`config.mk`:
```
export PLATFORM = sky130hd
export DESIGN_NAME = dm_port_arbiter
export DESIGN_NICKNAME = d
export VERILOG_FILES = /design/src/rtl/dm_port_arbiter.sv
export SDC_FILE = /design/constraint.sdc
export NUM_CORES = 1
export LEC_CHECK = 0
export ABC_CLOCK_PERIOD_IN_PS = 2600
export BUFFER_PORTS_ARGS = -buffer_cell sky130_fd_sc_hd__buf_4
export CAP_MARGIN = 20
export CORE_MARGIN = 2
export CORE_UTILIZATION = 37
export DETAILED_ROUTE_END_ITERATION = 8
export PLACE_DENSITY = 0.76
export SLEW_MARGIN = 15
export SYNTH_ARGS = -nofsm -noshare
export SYNTH_HDL_FRONTEND = slang
export SYNTH_SLANG_ARGS = --single-unit
export TNS_END_PERCENT = 20
```
`constraint.sdc`:
```
create_clock -name clk -period 2.6 [get_ports clk]
set_input_delay 0.13 -clock clk [delete_from_list [all_inputs] [get_ports clk]]
set_output_delay 0.13 -clock clk [all_outputs]
set_load 0.02 [all_outputs]
```
`src/rtl/dm_port_arbiter.sv`:
```
// Two-port arbiter in front of a single-port word data memory.
// Port 0 is the CPU memory stage and port 1 is a secondary master.
// Partial (byte-enabled) stores become a read-modify-write, so the
// memory only ever sees whole-word writes.
module dm_port_arbiter #(
  parameter int AW         = 12,
  parameter int FIXED_PRIO = 0
) (
  input  logic          clk,
  input  logic          rst,
  input  logic          req0,
  input  logic          req1,
  input  logic          we0,
  input  logic          we1,
  input  logic [3:0]    be0,
  input  logic [3:0]    be1,
  input  logic [31:0]   addr0,
  input  logic [31:0]   addr1,
  input  logic [31:0]   wdata0,
  input  logic [31:0]   wdata1,
  output logic          gnt0,
  output logic          gnt1,
  output logic          rvalid0,
  output logic          rvalid1,
  output logic [31:0]   rdata,
  output logic          busy,
  output logic [AW-1:0] mem_addr,
  output logic          mem_we,
  output logic [31:0]   mem_wdata,
  input  logic [31:0]   mem_rdata
);

  typedef enum logic {IDLE, RMW} state_t;

  state_t        state;
  state_t        state_next;
  logic          last_grant;
  logic          rmw_port;
  logic [AW-1:0] rmw_addr;
  logic [31:0]   merge;

  logic          sel1;
  logic          win_req;
  logic          win_we;
  logic [3:0]    win_be;
  logic [31:0]   win_addr;
  logic [31:0]   win_wdata;
  logic [AW-1:0] win_word;
  logic [31:0]   win_mask;
  logic [31:0]   merge_next;
  logic          load_grant;
  logic          start_rmw;
  logic          unused_addr_bits;

  // Pick the winning port and mux its request fields; port 1 wins only
  // when it is alone or when round-robin says port 0 went last.
  always_comb begin
    sel1       = req1 && (!req0 || ((FIXED_PRIO == 0) && !last_grant));
    win_req    = req0 || req1;
    win_we     = sel1 ? we1    : we0;
    win_be     = sel1 ? be1    : be0;
    win_addr   = sel1 ? addr1  : addr0;
    win_wdata  = sel1 ? wdata1 : wdata0;
    win_word   = win_addr[AW+1:2];
    win_mask   = {{8{win_be[3]}}, {8{win_be[2]}}, {8{win_be[1]}}, {8{win_be[0]}}};
    merge_next = (mem_rdata & ~win_mask) | (win_wdata & win_mask);
  end

  // Byte-offset and out-of-range address bits are deliberately ignored.
  assign unused_addr_bits = ^{win_addr[31:AW+2], win_addr[1:0]};

  // Next-state and memory/grant outputs; everything is forced quiet while
  // reset is asserted so an in-flight RMW write is dropped.
  always_comb begin
    state_next = state;
    gnt0       = 1'b0;
    gnt1       = 1'b0;
    busy       = 1'b0;
    mem_addr   = '0;
    mem_we     = 1'b0;
    mem_wdata  = '0;
    load_grant = 1'b0;
    start_rmw  = 1'b0;
    if (rst) begin
      case (state)
        IDLE: begin
          if (win_req) begin
            mem_addr = win_word;
            if (!win_we) begin
              load_grant = 1'b1;
              gnt0       = !sel1;
              gnt1       = sel1;
            end else if (win_be == 4'b1111) begin
              mem_we    = 1'b1;
              mem_wdata = win_wdata;
              gnt0      = !sel1;
              gnt1      = sel1;
            end else if (win_be == 4'b0000) begin
              gnt0 = !sel1;
              gnt1 = sel1;
            end else begin
              start_rmw  = 1'b1;
              state_next = RMW;
            end
          end
        end
        RMW: begin
          busy       = 1'b1;
          mem_addr   = rmw_addr;
          mem_we     = 1'b1;
          mem_wdata  = merge;
          gnt0       = !rmw_port;
          gnt1       = rmw_port;
          state_next = IDLE;
        end
        default: state_next = IDLE;
      endcase
    end
  end

  // State register.
  always_ff @(posedge clk or negedge rst) begin
    if (!rst) state <= IDLE;
    else      state <= state_next;
  end

  // Remember which port was granted last for round-robin fairness.
  always_ff @(posedge clk or negedge rst) begin
    if (!rst)      last_grant <= 1'b1;
    else if (gnt0) last_grant <= 1'b0;
    else if (gnt1) last_grant <= 1'b1;
  end

  // Capture load data and raise the granted port's rvalid one cycle later.
  always_ff @(posedge clk or negedge rst) begin
    if (!rst) begin
      rvalid0 <= 1'b0;
      rvalid1 <= 1'b0;
      rdata   <= '0;
    end else begin
      rvalid0 <= load_grant && !sel1;
      rvalid1 <= load_grant && sel1;
      if (load_grant) rdata <= mem_rdata;
    end
  end

  // Latch the merged word, owner and address for the RMW write cycle.
  always_ff @(posedge clk or negedge rst) begin
    if (!rst) begin
      merge    <= '0;
      rmw_port <= 1'b0;
      rmw_addr <= '0;
    end else if (start_rmw) begin
      merge    <= merge_next;
      rmw_port <= sel1;
      rmw_addr <= win_word;
    end
  end

endmodule

```
==> impl_results.md <==
- Rel. slew slack: 59.8%
- Most used DFF post-synth: dfrtp_1
- Share of the synthesized area in the top cell type: 43.2%
- Max-Cap Viols: 0
- Post-synthesis cell count: 437
- CP Data Arrival Time: between 2000 and 2500 ps
- Worst Tran Pin Value: ~600 ps
- Die Y: 116 µm
- Critical Path Max Stage Delay: 570 ps
- Crit path time final: 2420 ps
- CTS Root Cell: clkbuf_16
- P per Cell Area: 809 nW/µm²
- Drc violations: 0
- Core outline area: 12100 µm²
- Post-DRT Antenna Nets: 0
- Htree depth: 3
- Post-synth EDFFs: 0
- Fmax: around 0.41 GHz
- CTS buffer count: 9
- Critical path startpoint category: flip-flop
- DRT iter0 DRCs: roughly 160
- Critical Path RT: 2470 ps
- Fraction of layout cells with a size suffix above 1: 46.2%
- Final max-slew violation count: 0
- Crit end category: output pin
- Syn Area/Cell: roughly 11 µm²
- CP bufs+invs: 2
- Worst clock skew: 7.48 ps
- Post-Syn Area: 4630 µm²
- Routability cong.: 0.817
- RR Startpoint: last_grant
- Setup Total Neg Slack: 0 ps
- Yosys reg bits: 81
- DR pass1 iterations: 4
- Final WS setup: about 180 ps
- Count leader, synth: mux2i_1
- Routed wire per std cell: 15.4 µm
- Multi-input gate area: 2300 µm²
- Pleak: 3.42 nW
- Worst min path class: primary input to flip-flop
- Die width: 116 µm
- Setup violators final: 0
- GRT Residual Overflow: 0
- Initial antenna violation count: 0
- DP HPWL: 9530 µm
- Routed wire length: 12600 µm
- Die Area: 13400 µm²
- Commonest cells in the netlist: mux2i_1, dfrtp_1, mux2_2, inv_1, o21ai_0
- GRT Overall Usage: 19.3%
- Flop2flop setup slack: approximately 210 ps
- Final number of hold-violating endpoints: 0
- Status: complete, no violations
- Maximum clock insertion buffer count: 2
- Fin nets: around 820
- Distinct cells, synth: 34
- Area growth from synthesis to layout: 45.8%
- Largest net degree at the start of global routing: 48
- Via/cell ratio: 4.94
- Clk sink count: roughly 80
- Dpl ws: 87.6 ps
- Initial Utilization: 38.3%
- CP max FO: 32
- Seq/Total Area, Yosys: between 40% and 50%
- Top cell by count, worst path: buf_4
- FF-to-FF End: merge[20]
- Worst Setup SP: last_grant
- Power, Total: between 5 and 6 mW
- Largest cells by area after synthesis: dfrtp_1, mux2i_1, mux2_2
- Syn nets: roughly 610
- Fraction of registers with async set/reset: 100%
- Vias in the first global route: 4224
- Worst setup path class: flip-flop to output pin
- Diode count: 0
- Storage cell area: slightly above 2000 µm²
- DR vias: 4058
- Worst-path clk slew: 60 ps
- Worst skew pair latency: approximately 330 ps
- RSZ-0062 raised after global routing: no
- Worst vdd ir: 0.372 mV
- Worst Setup EP: mem_wdata[8]
- Crit-path leading delay family: compound AO/OA/AOI/OAI gates
- Row Count: 40
- Worst reg2reg path depth: 6
- CTS tree: built
- # port buffers: 215
- Crit share post-route: slightly above 90%
- Yosys top cell by area: dfrtp_1
- Layout filler cell count: 1056
- Yosys warning total: 0
- CP Depth: 6
- IO Count: between 200 and 300
- Crit-path cells: a21bo_1, buf_4, nand3_1, a21o_4, o21ai_0, buf_4
- Global-route wire length before repair: 20000 µm
- Critical Path Slowest Stage Cell: dfstp_2
-- kinds of logic after synthesis --
kind of cell	Yosys count	share of synthesized area, %
muxes	158	36.0
buffers and inverters	75	6.94
DFF	81	43.8
AOI/OAI and AO/OA	58	6.99
and+or+nand+nor	65	6.29
-- cell usage in the layout, fill, tap and decap left out, types with 2 or more instances in the layout --
cell	instances
buf_4	223
mux2i_1	89
dfrtp_1	80
mux2_2	57
inv_1	48
o21ai_0	46
nand2_1	45
mux2_1	12
clkbuf_16	9
nor3_1	4
nor2_1	3
a21oi_1	3
clkinv_2	3
dlygate4sd3_1	3
and4_1	2
nand3_1	2
nor4_1	2
clkbuf_1	2
buf_12	2
-- worst reg2reg max path, stage by stage, from the launching register on --
cell and delay [ps]:
dfstp_2 570, a21boi_4 70, buf_4 130, or4_1 590, a21oi_4 220, buf_12 270
mux2_2 430
-- how the worst min path moves through the flow --
stage,start,end,slack (ps),cells after the start
after floorplan,rst,merge[0],-170,0
after global placement,rst,state,240,2
after detailed placement,rst,rdata[28],250,2
after CTS,mem_rdata[3],rdata[3],20,2
after global routing,mem_rdata[12],rdata[12],20,2
final,mem_rdata[14],rdata[14],40,2
-- registers in the layout, indices dropped and copies added, names as in the netlist --
register,count
rdata,32
state,1
rmw_port,1
rvalid1,1
merge,32
last_grant,1
rvalid0,1
rmw_addr,12
-- cell type report --
class	instances	share of cell area, %
Multi-Input combinational cell	281	34.1
Timing Repair Buffer	229	26.0
Sequential cell	81	30.0
Tap cell	168	3.11
Inverter	48	2.67
Clock buffer	11	3.45
Clock inverter	4	0.667
-- power breakdown --
part           total [mW]  internal [mW]  switching [mW]
Clock                1.21          0.734           0.481
Combinational        2.14           1.09            1.05
Sequential           2.11           1.82           0.294
Total                5.47           3.64            1.82
-- through the flow --
stage / cell area (µm²) / std cells / hold WS, ps / util, %
after global placement: 6420 / 802 / 244 / 53.0
final: 6760 / 822 / 35.9 / 55.8
after detailed placement: 6420 / 802 / 247 / 53.0
after floorplan: 4630 / 437 / -166 / -
after global routing: 6760 / 822 / 22.3 / 55.8
after CTS: 6740 / 820 / 22.8 / 55.7
-- what timing repair did --
item,CTS,global route
pin swaps,0,1
hold endpoints to repair,35,0
buffers inserted,0,2
endpoints found under the setup margin,32,7
hold buffers,3,0
gates resized for setup,3,0
-- layer usage --
metal  routed length [µm]  up-vias  track usage [%]
met4                  256        0             7.94
li1                     -     1926                -
met5                    0        -                0
met1                 5070     1941             22.6
met3                  927       24             4.71
met2                 6370      167             33.7
(Power assumes the default switching activity.)
